==> src/rtl/am4_mcseq.sv <==
// Am2910-class microprogram sequencer: next microaddress, microPC, loop counter and LIFO stack.
// Optional sticky stack error output enabled by defining AM4_MCSEQ_STKERR_EN.
module am4_mcseq #(
    parameter int unsigned AW          = 10,
    parameter int unsigned STACK_DEPTH = 5
) (
    input  logic          clk,
    input  logic          rst_n,
    input  logic          ena,
    input  logic [3:0]    inst,
    input  logic [AW-1:0] d,
    input  logic          cc_n,
    input  logic          ccen_n,
    input  logic          rld_n,
    input  logic          ci,
    output logic [AW-1:0] y,
    output logic          pl_n,
    output logic          map_n,
    output logic          vect_n,
`ifdef AM4_MCSEQ_STKERR_EN
    output logic          stk_err,
`endif
    output logic          full_n
);

    localparam int unsigned SPW = $clog2(STACK_DEPTH + 1);

    typedef enum logic [3:0] {
        I_JZ, I_CJS, I_JMAP, I_CJP, I_PUSH, I_JSRP, I_CJV, I_JRP,
        I_RFCT, I_RPCT, I_CRTN, I_CJPP, I_LDCT, I_LOOP, I_CONT, I_TWB
    } op_e;

    logic [AW-1:0]  upc_q, upc_d;
    logic [AW-1:0]  r_q, r_d;
    logic [SPW-1:0] sp_q, sp_d;
    logic [AW-1:0]  stack_q [STACK_DEPTH];
    logic [AW-1:0]  stack_d [STACK_DEPTH];
    logic           err_q, err_d;

    op_e           op;
    logic          pass, rz, full, empty;
    logic [AW-1:0] tos;
    logic          push, pop, r_dec, r_ld, sp_clr;

    assign op    = rst_n ? op_e'(inst) : I_JZ;
    assign pass  = ccen_n | ~cc_n;
    assign rz    = (r_q == '0);
    assign full  = (sp_q == SPW'(STACK_DEPTH));
    assign empty = (sp_q == '0);
    assign full_n = ~full;

    // Top of stack; reads zero when the stack is empty.
    always_comb begin
        tos = '0;
        for (int unsigned i = 0; i < STACK_DEPTH; i++) begin
            if (SPW'(i + 1) == sp_q) tos = stack_q[i];
        end
    end

    // Instruction decode: next address, source selects and stack/counter actions.
    always_comb begin
        y      = upc_q;
        pl_n   = 1'b0;
        map_n  = 1'b1;
        vect_n = 1'b1;
        push   = 1'b0;
        pop    = 1'b0;
        r_dec  = 1'b0;
        r_ld   = 1'b0;
        sp_clr = 1'b0;
        case (op)
            I_JZ:   begin y = '0; sp_clr = 1'b1; end
            I_CJS:  if (pass) begin y = d; push = 1'b1; end
            I_JMAP: begin y = d; map_n = 1'b0; pl_n = 1'b1; end
            I_CJP:  if (pass) y = d;
            I_PUSH: begin push = 1'b1; r_ld = pass; end
            I_JSRP: begin push = 1'b1; y = pass ? d : r_q; end
            I_CJV:  begin vect_n = 1'b0; pl_n = 1'b1; if (pass) y = d; end
            I_JRP:  y = pass ? d : r_q;
            I_RFCT: if (!rz) begin y = tos; r_dec = 1'b1; end else pop = 1'b1;
            I_RPCT: if (!rz) begin y = d; r_dec = 1'b1; end
            I_CRTN: if (pass) begin y = tos; pop = 1'b1; end
            I_CJPP: if (pass) begin y = d; pop = 1'b1; end
            I_LDCT: r_ld = 1'b1;
            I_LOOP: if (pass) pop = 1'b1; else y = tos;
            I_CONT: ;
            I_TWB: begin
                pop = 1'b1;
                if (!rz) begin
                    if (!pass) begin y = tos; r_dec = 1'b1; pop = 1'b0; end
                end else if (!pass) begin
                    y = d;
                end
            end
            default: ;
        endcase
    end

    // Next-state: microPC, counter, stack pointer/contents and sticky error.
    always_comb begin
        upc_d   = upc_q;
        r_d     = r_q;
        sp_d    = sp_q;
        stack_d = stack_q;
        err_d   = err_q;
        if (ena) begin
            upc_d = y + AW'(ci);
            if (!rld_n || r_ld) r_d = d;
            else if (r_dec)     r_d = r_q - AW'(1);
            if (sp_clr) begin
                sp_d  = '0;
                err_d = 1'b0;
            end else if (push) begin
                // When full the new entry overwrites TOS instead of growing.
                for (int unsigned i = 0; i < STACK_DEPTH; i++) begin
                    if ((full ? SPW'(i + 1) : SPW'(i)) == sp_q) stack_d[i] = upc_q;
                end
                if (!full) sp_d = sp_q + SPW'(1);
                else       err_d = 1'b1;
            end else if (pop) begin
                if (!empty) sp_d = sp_q - SPW'(1);
                else        err_d = 1'b1;
            end
        end
    end

    always_ff @(posedge clk or negedge rst_n) begin
        if (!rst_n) begin
            upc_q   <= '0;
            r_q     <= '0;
            sp_q    <= '0;
            stack_q <= '{default: '0};
            err_q   <= 1'b0;
        end else begin
            upc_q   <= upc_d;
            r_q     <= r_d;
            sp_q    <= sp_d;
            stack_q <= stack_d;
            err_q   <= err_d;
        end
    end

`ifdef AM4_MCSEQ_STKERR_EN
    assign stk_err = err_q;
`else
    logic unused_err;
    assign unused_err = err_q;
`endif

endmodule

==> config.mk <==
export PLATFORM = sky130hd
export DESIGN_NAME = am4_mcseq
export DESIGN_NICKNAME = d
export VERILOG_FILES = /design/src/rtl/am4_mcseq.sv
export SDC_FILE = /design/constraint.sdc
export NUM_CORES = 1
export LEC_CHECK = 0
export CAP_MARGIN = 20
export CELL_PAD_IN_SITES_DETAIL_PLACEMENT = 0
export CELL_PAD_IN_SITES_GLOBAL_PLACEMENT = 1
export CORE_MARGIN = 3
export CORE_UTILIZATION = 50
export DETAILED_ROUTE_END_ITERATION = 10
export PLACE_DENSITY_LB_ADDON = 0.1
export SLEW_MARGIN = 0
export SYNTH_ARGS = -nofsm -noshare
export SYNTH_HDL_FRONTEND = slang
export SYNTH_SLANG_ARGS = --single-unit
export TNS_END_PERCENT = 30
==> constraint.sdc <==
create_clock -name clk -period 7 [get_ports clk]
set_clock_uncertainty 0.2 [all_clocks]
set_input_delay 0.7 -clock clk [delete_from_list [all_inputs] [get_ports clk]]
set_output_delay 0.7 -clock clk [all_outputs]
set_load 0.02 [all_outputs]
== Yosys cells after proc, flatten, opt, wreduce, memory -nomap -nowiden ==
Index checks and enable logic that the tools add are counted.

* Bits in latches: 0
* Register bits after elaboration: 73
* Output and inout bits: 14
* RAM bits: 0
* Memories kept: 0
* ROM bits: 0
* Word-level logic and storage cells: 104
* Input port bits: 21

* Add/subtract/negate cells: 4
* Divide/modulo/power cells: 0
* Reductions and logical operators: 20
* Mux-type cells: 41
* Bitwise logic cells: 4
* Multipliers: 0
* Eq/ne operators: 27
* Magnitude comparators: 0
* Shifts and indexed selects: 0

{| class="wikitable"
|+ Operators by type and width
! kind !! count
|-
| $mux 10 || 15
|-
| $pmux 10 s9 || 1
|-
| $eq 4x4->1 const B || 7
|-
| $reduce_and 4->1 || 6
|-
| $mux 3 || 6
|-
| $eq 4x3->1 const B || 4
|-
| $mux 1 || 13
|-
| $add 10x1->10 || 1
|-
| $logic_not 10->1 || 1
|-
| $sub 10x1->10 const B || 1
|-
| $eq 4x2->1 const B || 2
|-
| $reduce_or 2->1 || 4
|-
| $eq 2x3->1 || 2
|-
| $eq 2x3->1 const A || 2
|-
| $eq 3x3->1 || 2
|-
| $eq 3x3->1 const A || 2
|-
| $pmux 1 s2 || 3
|-
| $eq 4x1->1 const B || 1
|-
| $logic_not 4->1 || 1
|-
| $mux 4 || 1
|-
| $reduce_or 4->1 || 1
|-
| $add 3x1->3 const B || 1
|-
| $eq 1x3->1 || 1
|-
| $eq 1x3->1 const A || 1
|-
| 15 further kinds || 17
|}

== Longest topological paths before layout ==
Gate-level depths: netlist of the first run.

* Word-level depth: 10
* Mapped depth: 19
* Gate-level depth less buffers: 17

== Worst setup path before layout of the first run ==
No wires, ideal clock.

* Kind: reg-to-reg
* Start: register sp_q[1]
* End: register upc_q[6]
* Clock period less this slack: 4.126 ns
* Path buffers: 2
* Arrival time: 3.801 ns
* Slack: 2.874 ns
* Stages on the path, launching flop included: 18
* Setup time: 0.125 ns
* Cells stage by stage: dfrtp_1 > ha_1 > ha_1 > clkbuf_1 > clkbuf_1 > a22oi_1 > nor2_1 > a21oi_1 > a211oi_1 > a211oi_1 > a21oi_1 > a2bb2oi_1 > ha_1 > ha_1 > nand3_1 > nor3b_1 > xor2_1 > mux2_4

* Word-level cells in the longest chain between the ends: 10

{| class="wikitable"
|+ RTL lines
! item !! RTL line !! text
|-
| start, declared || 35 || <nowiki>logic [SPW-1:0] sp_q, sp_d;</nowiki>
|-
| start signal, assigned || 137 || <nowiki>sp_q <= sp_d;</nowiki>
|-
| $eq 1x3->1 || 56 || <nowiki>if (SPW'(i + 1) == sp_q) tos = stack_q[i];</nowiki>
|-
| $mux 10 (4 in series) || 56 ||
|-
| $mux 10 (*) || 56 ||
|-
| $mux 10 || 85, 90 ||
|-
| $mux 10 || 89 || <nowiki>if (!rz) begin</nowiki>
|-
| $pmux 10 s9 (*) || 71 || <nowiki>case (op)</nowiki>
|-
| net y[0] || 16 || <nowiki>output logic [AW-1:0] y,</nowiki>
|-
| $add 10x1->10 (*) || 107 || <nowiki>upc_d = y + AW'(ci);</nowiki>
|-
| end signal, assigned || 135 || <nowiki>upc_q <= upc_d;</nowiki>
|-
| end, declared || 33 || <nowiki>logic [AW-1:0] upc_q, upc_d;</nowiki>
|}

The timed path passes the listed nets; every way through them passes the cells marked *.
A chain may end at the register's enable or synchronous reset.

== Worst setup path in the final report of the first run ==
* Start: input port inst[0]
* End: output port y[7]

* Word-level cells in the longest chain between the ends: 4

{| class="wikitable"
|+ RTL lines
! item !! RTL line !! text
|-
| start, declared || 10 || <nowiki>input logic [3:0] inst,</nowiki>
|-
| $mux 4 (*) || 45 || <nowiki>assign op = rst_n ? op_e'(inst) : I_JZ;</nowiki>
|-
| $eq 4x4->1, or another cell as far along || 71 ||
|-
| $reduce_or 4->1 (no line) / $reduce_or 2->1 (equally long branches) || - ||
|-
| $pmux 10 s9 (*) || 71 ||
|-
| end, declared || 16 ||
|}

Mark *: on every way between the ends. The rest lies on a longest branch, timed or not.

==> metrics.txt, run 1 <==
Netlist cell types=92; #FFs+latches synth=73; share of the synthesized area in the top cell type=34.2%; syn_area_per_cell=9.14 um2; Num CTS Buffers=9; Sink Count=73; initial core utilization=51.5%; routed via count=4650; Tcrit/Tclk final=73.2%; total power=1.40 mW; Diodes inserted=0; Die W=109 um; CP Capture Type=output pin; DPL Wire Length=10800 um; status=completed; CTS Hold Bufs=0; flop-to-flop setup slack=2.34 ns; Synth top cells by count=dfrtp_1, nand2_1, o21ai_0, mux2_2, a21oi_1; final hold violation count=0; Startpoint Class=primary input; IO buf count=34; Setup CP Type=in -> out; CTS H-Tree Depth=3; postcts setup bufs=0; share of layout cells above drive strength 1=17.3%; Worst-Margin Slew=0.994 ns; initial antenna violation count=0; Fmax=195 MHz; Critical Path Max Stage Delay=0.85 ns; Die H=109 um; Leak=2.43 nW; Slew HR=33.5%; asr flop ratio synth=100%; Worst EP required=6.10 ns; GRT overflow=0; Synth Instances=584; Routed Antenna Nets=0; Worst R2R End=upc_q[6]; Nets=621; Root Buffer=clkbuf_8; setup violators final=0; WL per Instance=21.0 um; Vias/cell=6.35; WP data arrival=4.22 ns; maxcap violations=0; DRC Markers=0; Crit path max-delay family=buffers and inverters; Cell Area, Synth=0.00534 mm2; Top Ports=35; most frequent cell after synthesis=dfrtp_1; gr usage total=27.3%; Post-synth EDFFs=0; area grow syn2layout=10.5%; Clock transition at path regs=0.09 ns; worst-path fanout max=22; largest net degree at the start of global routing=68; RSZ-0062 raised after global routing=false; Hold Crit Class=in -> async; CTS max path bufs=2; CP Launch Point=inst[0]; first-pass GRT wire length=25100 um; area leader, netlist=dfrtp_1; Reg2Reg Depth=16; Fin Setup TNS=0 ns; post-CTS sizing=0; top cells by area, synth=dfrtp_1, mux2_2, o21ai_0; vias in the first global route=4553; CP cell instances=clkdlybuf4s50_1, nor4b_4, a21oi_1, a21boi_1, nor3_1, nand2b_1, a41o_1, inv_1, clkdlybuf4s50_1; Reg-to-Reg Start=sp_q[2]; DR pass1 iterations=5; Mapped Nets=614; final WL=15400 um; post-layout min period=5.12 ns; Top cell by count, worst path=clkdlybuf4s50_1; Core Region=0.0104 mm2; Buf/Inv on CP=3; gpl congestion=0.903; Post-synth top flop=dfrtp_1; Cell Rows=37; post-layout util=56.9%; Seq/Total Area, Yosys=34.2%; synth warn=0; max-slew violation count=0; CTS tree=yes; Slowest cell on crit path=clkdlybuf4s50_1; clock latency on the worst-skew pair=0.37 ns; VDD IR-drop max=0.000163 V; DR iter-0 viols=379; PD cells=237 mW/mm2; Die ar.=0.0120 mm2
[registers in the layout (all words and copies together) (netlist names)]
register  count
upc_q        10
stack_q      50
r_q          10
sp_q          3
[power by group]
group	switching [mW]	internal, mW	total, mW	leakage, nW
Sequential	0.107	0.513	0.620	0.966
Combinational	0.235	0.187	0.422	1.36
Clock	0.174	0.184	0.359	0.103
[cells by family (layout without fill, tap and decap cells)]
family                   count (synthesis)  in the layout  synth area share (%)
flip-flops                              73             73                  34.2
AND/OR/NAND/NOR                        200            200                  23.5
multiplexers                            51             51                  10.8
XOR/XNOR                                 9              9                  1.48
buffers and inverters                   63             75                  5.13
AO/OA/AOI/OAI                          179            179                  22.7
adder cells (fa/ha/maj)                  9              9                  2.11
[stage by stage]
stage	instances	hold slack (ns)	cell area, um2	setup WS, ns
floorplan	584	0.204	5340	2.87
global placement	715	0.267	5690	1.84
detailed placement	715	0.282	5690	1.91
CTS	731	0.0365	5900	1.91
global route	732	0.0528	5900	1.61
finish	732	0.0417	5900	1.88
[worst max path at each step]
stage	endpoint	cells past startpoint
after floorplan	upc_q[6]	17
after global placement	upc_q[6]	15
after detailed placement	upc_q[6]	15
after CTS	y[5]	8
after global routing	y[7]	10
final	y[7]	9
[layout make-up]
cell class | instances | area, um2
Clock inverter | 4 | 51.3
Clock buffer | 12 | 155
Fill cell | 949 | 4470
Multi-Input combinational cell | 448 | 3240
Timing Repair Buffer | 41 | 388
Sequential cell | 73 | 1830
Tap cell | 136 | 170
Inverter | 18 | 67.6
[placed cells by master (no fill, tap or decap), types with 9 or more instances in the layout]
cell type        instances
clkbuf_8                11
inv_1                   16
nand2b_1                12
nor3_1                  14
mux2_2                  44
o21ai_0                 45
ha_1                     9
a21oi_1                 43
nor2_1                  34
nand2_1                 47
nand3_1                 15
clkdlybuf4s50_1         33
dfrtp_1                 73
[metal layers]
metal  part of all wire [%]  track usage (%)
met5                      0                0
met4                    3.0             11.6
met3                    5.0             3.52
met2                     46             42.9
met1                     46             37.9
Note: power is estimated with default switching activity, not from simulation.
==> inputs of run 2 (changes only) <==
--- a/config.mk
+++ b/config.mk
@@ -9,7 +9,7 @@
 export CELL_PAD_IN_SITES_DETAIL_PLACEMENT = 0
 export CELL_PAD_IN_SITES_GLOBAL_PLACEMENT = 1
 export CORE_MARGIN = 3
-export CORE_UTILIZATION = 50
+export CORE_UTILIZATION = 42
 export DETAILED_ROUTE_END_ITERATION = 10
 export PLACE_DENSITY_LB_ADDON = 0.1
 export SLEW_MARGIN = 0
==> constraint.sdc (replaced) <==
create_clock -name clk -period 4.4 [get_ports clk]
set_clock_uncertainty 0.2 [all_clocks]
set_input_delay 0.44 -clock clk [delete_from_list [all_inputs] [get_ports clk]]
set_output_delay 0.44 -clock clk [all_outputs]
set_load 0.02 [all_outputs]
==> run 2 against run 1 <==
Critical path type is now reg -> out. Sequential share of layout area fell by 2.0 points. Worst hold slack improved by 0.24 ns. Combinational power rose by 76%. Count of clock-buffer cells in the layout fell by 2. Sequential power rose by 57%. Worst setup slack got worse by 1.7 ns. Via count rose by 3.1%. Routed wire length rose by 6.7%.
==> metrics.txt, run 2 (synthesis results as in run 1) <==
Routed Antenna Nets=0; Top Ports=35; routed via count=4796; Tcrit/Tclk final=95.3%; final WL=16400 um; Critical Path Max Stage Delay=0.53 ns; CP Capture Type=output pin; most common cell after layout, fill and taps aside=dfrtp_1; CTS H-Tree Depth=3; Worst-Margin Slew=0.885 ns; share of layout cells above drive strength 1=22.1%; Fin Setup TNS=0 ns; Slowest cell on crit path=or4b_1; Sink Count=73; initial antenna violation count=0; worst setup margin=0.205 ns; dpl ws=0.359 ns; maxcap violations=0; DRC Markers=0; Setup CP Type=reg -> out; Leak=2.66 nW; IO buf count=34; Core Region=0.0122 mm2; Diodes inserted=0; RSZ-0062 raised after global routing=false; Most flops, register=stack_q; CP cell instances=inv_1, ha_1, or4b_1, nor3_4, buf_4, nor2_1, o31ai_2, a31oi_1, nor2_2, inv_1, clkdlybuf4s50_1; DR iter-0 viols=374; DPL Wire Length=12100 um; setup violators final=0; WP data arrival=3.55 ns; Crit path max-delay family=simple AND/OR/NAND/NOR gates; max-slew violation count=0; Clock transition at path regs=0.06 ns; Num CTS Buffers=9; Die ar.=0.0141 mm2; most frequent cells in the layout=dfrtp_1, nand2_1, o21ai_0, buf_4, mux2_2; GRT overflow=0; CTS tree=yes; Worst EP required=3.76 ns; gpl congestion=0.932; Root Buffer=clkbuf_16; Startpoint Class=flop; status=completed; initial core utilization=43.7%; postcts setup bufs=0; vias in the first global route=4786; largest net degree at the start of global routing=51; Top cell by count, worst path=inv_1; gr usage total=23.8%; Fmax=238 MHz; Nets=659; area grow syn2layout=18.3%; CTS max path bufs=2; Vias/cell=5.99; Regs by FF count=stack_q x50, r_q x10, upc_q x10; FILL cells=1202; max reg flops=50; first-pass GRT wire length=26500 um; worst-path fanout max=13; clock latency on the worst-skew pair=0.34 ns; Hold Crit Class=reg -> reg; Die W=119 um; DR pass1 iterations=5; final hold violation count=0; WL per Instance=20.5 um; VDD IR-drop max=0.000319 V; Die H=119 um; PD cells=388 mW/mm2; Buf/Inv on CP=4; post-layout min period=4.19 ns; Cell Rows=40; Slew HR=40.2%
run 2: changes by cell type in the layout (fill, tap and decap cells not counted), sizes merged:
cell         previous run  this run
buf                     7        45
clkbuf                 13        10
clkinvlp                1         0
dlygate4sd3             0         1
clkinv                  3         5
run 2: stage by stage:
step / cell area (um2) / utilization [%] / hold slack, ns / instances / total power, mW
2_1_floorplan: 5340 / - / -0.0556 / 584 / 1.44
3_3_place_gp: 6010 / 49.3 / 0.136 / 785 / 1.71
3_5_place_dp: 6010 / 49.3 / 0.138 / 785 / 1.73
4_1_cts: 6310 / 51.7 / 0.289 / 801 / 2.47
5_1_grt: 6310 / 51.7 / 0.308 / 801 / 2.60
6_report: 6310 / 51.7 / 0.283 / 801 / 2.45
run 2: worst paths after layout:
check                                 start           to  slack [ns]  depth (start not counted)
worst max-delay path                 r_q[0]         y[4]        0.21                         11
worst min-delay path            stack_q[23]  stack_q[23]        0.28                          2
worst max register to register      sp_q[1]     upc_q[6]        0.49                         16
worst min register to register  stack_q[23]  stack_q[23]        0.28                          2
max in group asynchronous             rst_n     upc_q[1]        2.75                          3
min in group asynchronous             rst_n     upc_q[0]        0.32                          2
run 2: cell type report:
class	instances	area, um2	share of cell area, %
clock inverter	5	57.6	0.912
inverter	18	67.6	1.07
timing repair buffer	79	678	10.7
sequential	73	1830	28.9
clock buffer	10	229	3.63
multi-input combinational	448	3240	51.4
tap	168	210	3.33
run 2: timing repair:
action | 4_1_cts | 5_1_grt
resized for setup | 0 | 1
hold buffers | 1 | 0
setup endpoints to repair | 0 | 1
hold endpoints to repair | 9 | 0
run 2: worst register-to-register path: stages, from the launching register on:
cell and delay [ns]:
dfrtp_1 0.53, ha_1 0.24, ha_1 0.34, nor2_1 0.07, a22oi_1 0.17, nor2_1 0.06
a21oi_1 0.32, o22ai_1 0.15, a211oi_1 0.29, a21oi_1 0.11, a2bb2oi_1 0.16, ha_1 0.25
ha_1 0.22, nand3_1 0.18, nor3b_1 0.10, xor2_1 0.14, mux2_4 0.26
run 2: report_power, final:
group          leakage [nW]  switching (mW)  internal [mW]
registers             0.966           0.154          0.818
clock network         0.142           0.298          0.436
logic                  1.55           0.405          0.338
run 2: per-layer routing:
layer	routed length, um	global-route usage [%]	share of wire (%)	up-vias
met1	7250	31.7	44	2318
li1	-	-	-	2266
met4	502	9.20	3.1	0
met2	7770	38.8	47	169
met5	0	0	0	-
met3	891	3.73	5.4	43
==> inputs of run 3 (changes only) <==
--- a/config.mk
+++ b/config.mk
@@ -9,7 +9,8 @@
 export CELL_PAD_IN_SITES_DETAIL_PLACEMENT = 0
 export CELL_PAD_IN_SITES_GLOBAL_PLACEMENT = 1
 export CORE_MARGIN = 3
-export CORE_UTILIZATION = 42
+export CORE_UTILIZATION = 35
+export CTS_BUF_LIST = sky130_fd_sc_hd__clkbuf_4 sky130_fd_sc_hd__clkbuf_8
 export DETAILED_ROUTE_END_ITERATION = 10
 export PLACE_DENSITY_LB_ADDON = 0.1
 export SLEW_MARGIN = 0
==> run 3 against run 2 <==
Design area down 0.93%. Clock power is 27% lower. Routed wire length up 5.2%. Critical path depth did not move. Critical endpoint is now y[7].
==> metrics.txt, run 3 (synthesis results as in run 1) <==
status=completed; gpl congestion=0.938; vias in the first global route=4768; setup violators final=0; Root Buffer=clkbuf_8; Comb power frac=33.4%; post-layout min period=4.20 ns; WL per Instance=21.1 um; sw frac=37.4%; Hold Crit Class=in -> async; area grow syn2layout=17.2%; worst-path fanout max=37; Die W=129 um; max-slew violation count=0; Die H=129 um; final hold violation count=0; CP cell instances=dlygate4sd3_1, buf_4, buf_4, and4bb_2, nand2_1, nor2_1, nor3_1, nand2b_1, a41o_1, inv_1, clkdlybuf4s50_1; IO buf count=34; DPL Wire Length=12900 um; met2 usage=36.3%; P_sw=0.850 mW; Sink Count=73; DRC Markers=0; routed via count=4691; CTS H-Tree Depth=3; DR pass1 iterations=5; Clock transition at path regs=0.08 ns; Leak=2.62 nW; dpl ws=0.289 ns; Tcrit/Tclk final=95.4%; worst setup margin=0.202 ns; Power Internal=1.42 mW; total power=2.27 mW; Nets=660; Post-DP Area=0.00604 mm2; area of the multi-input gates=0.00326 mm2; flop-to-flop setup slack=0.52 ns; final WL=17300 um; Fin Setup TNS=0 ns; Slowest cell on crit path=clkdlybuf4s50_1; share of layout cells above drive strength 1=22.9%; placed cell count=802; largest net degree at the start of global routing=48; CP Capture Type=output pin; WP data arrival=3.56 ns; Regs by FF count=stack_q x50, r_q x10, upc_q x10; Routed Antenna Nets=0; met1 Track Usage GR=27.8%; Worst EP required=3.76 ns; Design Area, Final=0.00625 mm2; met3 GRT Util=4.00%; postcts setup bufs=0; DR iter-0 viols=337; PD cells=363 mW/mm2; initial core utilization=36.3%; clock latency on the worst-skew pair=0.36 ns; first-pass GRT wire length=27300 um; VDD IR-drop max=0.000292 V; Clk network pwr share=23.7%; Core Region=0.0147 mm2; worst hold slack=0.255 ns; most common cell after layout, fill and taps aside=dfrtp_1; Fmax=238 MHz; Num CTS Buffers=9; Worst-Margin Slew=0.844 ns; Top Ports=35; max reg flops=50; Setup CP Type=in -> out; post-layout util=42.6%; sequential share of power=42.9%; Die ar.=0.0168 mm2; FILL cells=1456; GRT overflow=0; gr usage total=21.2%; Diodes inserted=0; Most flops, register=stack_q; Slew HR=43.0%; Startpoint Class=primary input; Cell Rows=44; maxcap violations=0; register area=0.00183 mm2; Vias/cell=5.73; Top cell by count, worst path=buf_4; most frequent cells in the layout=dfrtp_1, nand2_1, buf_4; CTS max path bufs=2; RSZ-0062 raised after global routing=false; fin cells=818; Critical Path Max Stage Delay=0.60 ns; CTS tree=yes; grt peak-use layer=met2; initial antenna violation count=0
-- run 3: worst paths after layout --
path,start,endpoint,cells past startpoint
worst max register to register,r_q[1],upc_q[6],15
min in group clk,stack_q[23],stack_q[23],2
worst max-delay path,rst_n,y[7],11
worst min-delay path,rst_n,r_q[0],2
worst min register to register,stack_q[23],stack_q[23],2
max in group asynchronous,rst_n,stack_q[28],3
-- run 3: worst max-delay path, delay by kind of cell --
family / cells / cell delay [ns]
buf+inv: 5 / 1.89
simple gates: 5 / 0.95
compound gates: 1 / 0.26
-- run 3: power groups by stage --
| stage | Sequential [mW] | Clock [mW] | Combinational (mW) |
|---|---|---|---|
| final | 0.975 | 0.539 | 0.759 |
| after global routing | 0.999 | 0.584 | 0.838 |
| after CTS | 0.973 | 0.554 | 0.761 |
| after detailed placement | 0.986 | 0 | 0.757 |
| after global placement | 0.977 | 0 | 0.750 |
| after floorplan | 0.907 | 0 | 0.535 |
-- run 3: metal layers --
layer	wire [um]	share of wire (%)
met2	8590	50
met3	561	3.2
met5	0	0
met4	343	2.0
met1	7770	45
-- run 3: timing repair --
action / in CTS / in global routing
gates resized for setup: 0 / 4
hold endpoints to repair: 1 / 0
hold buffers: 1 / 0
endpoints found under the setup margin: 0 / 2
-- run 3: layout make-up --
type / count / share of cell area (%)
Clock buffer: 10 / 2.10
Clock inverter: 5 / 0.900
Inverter: 18 / 1.08
Multi-Input combinational cell: 448 / 52.1
Sequential cell: 73 / 29.2
Tap cell: 184 / 3.68
Timing Repair Buffer: 80 / 11.0
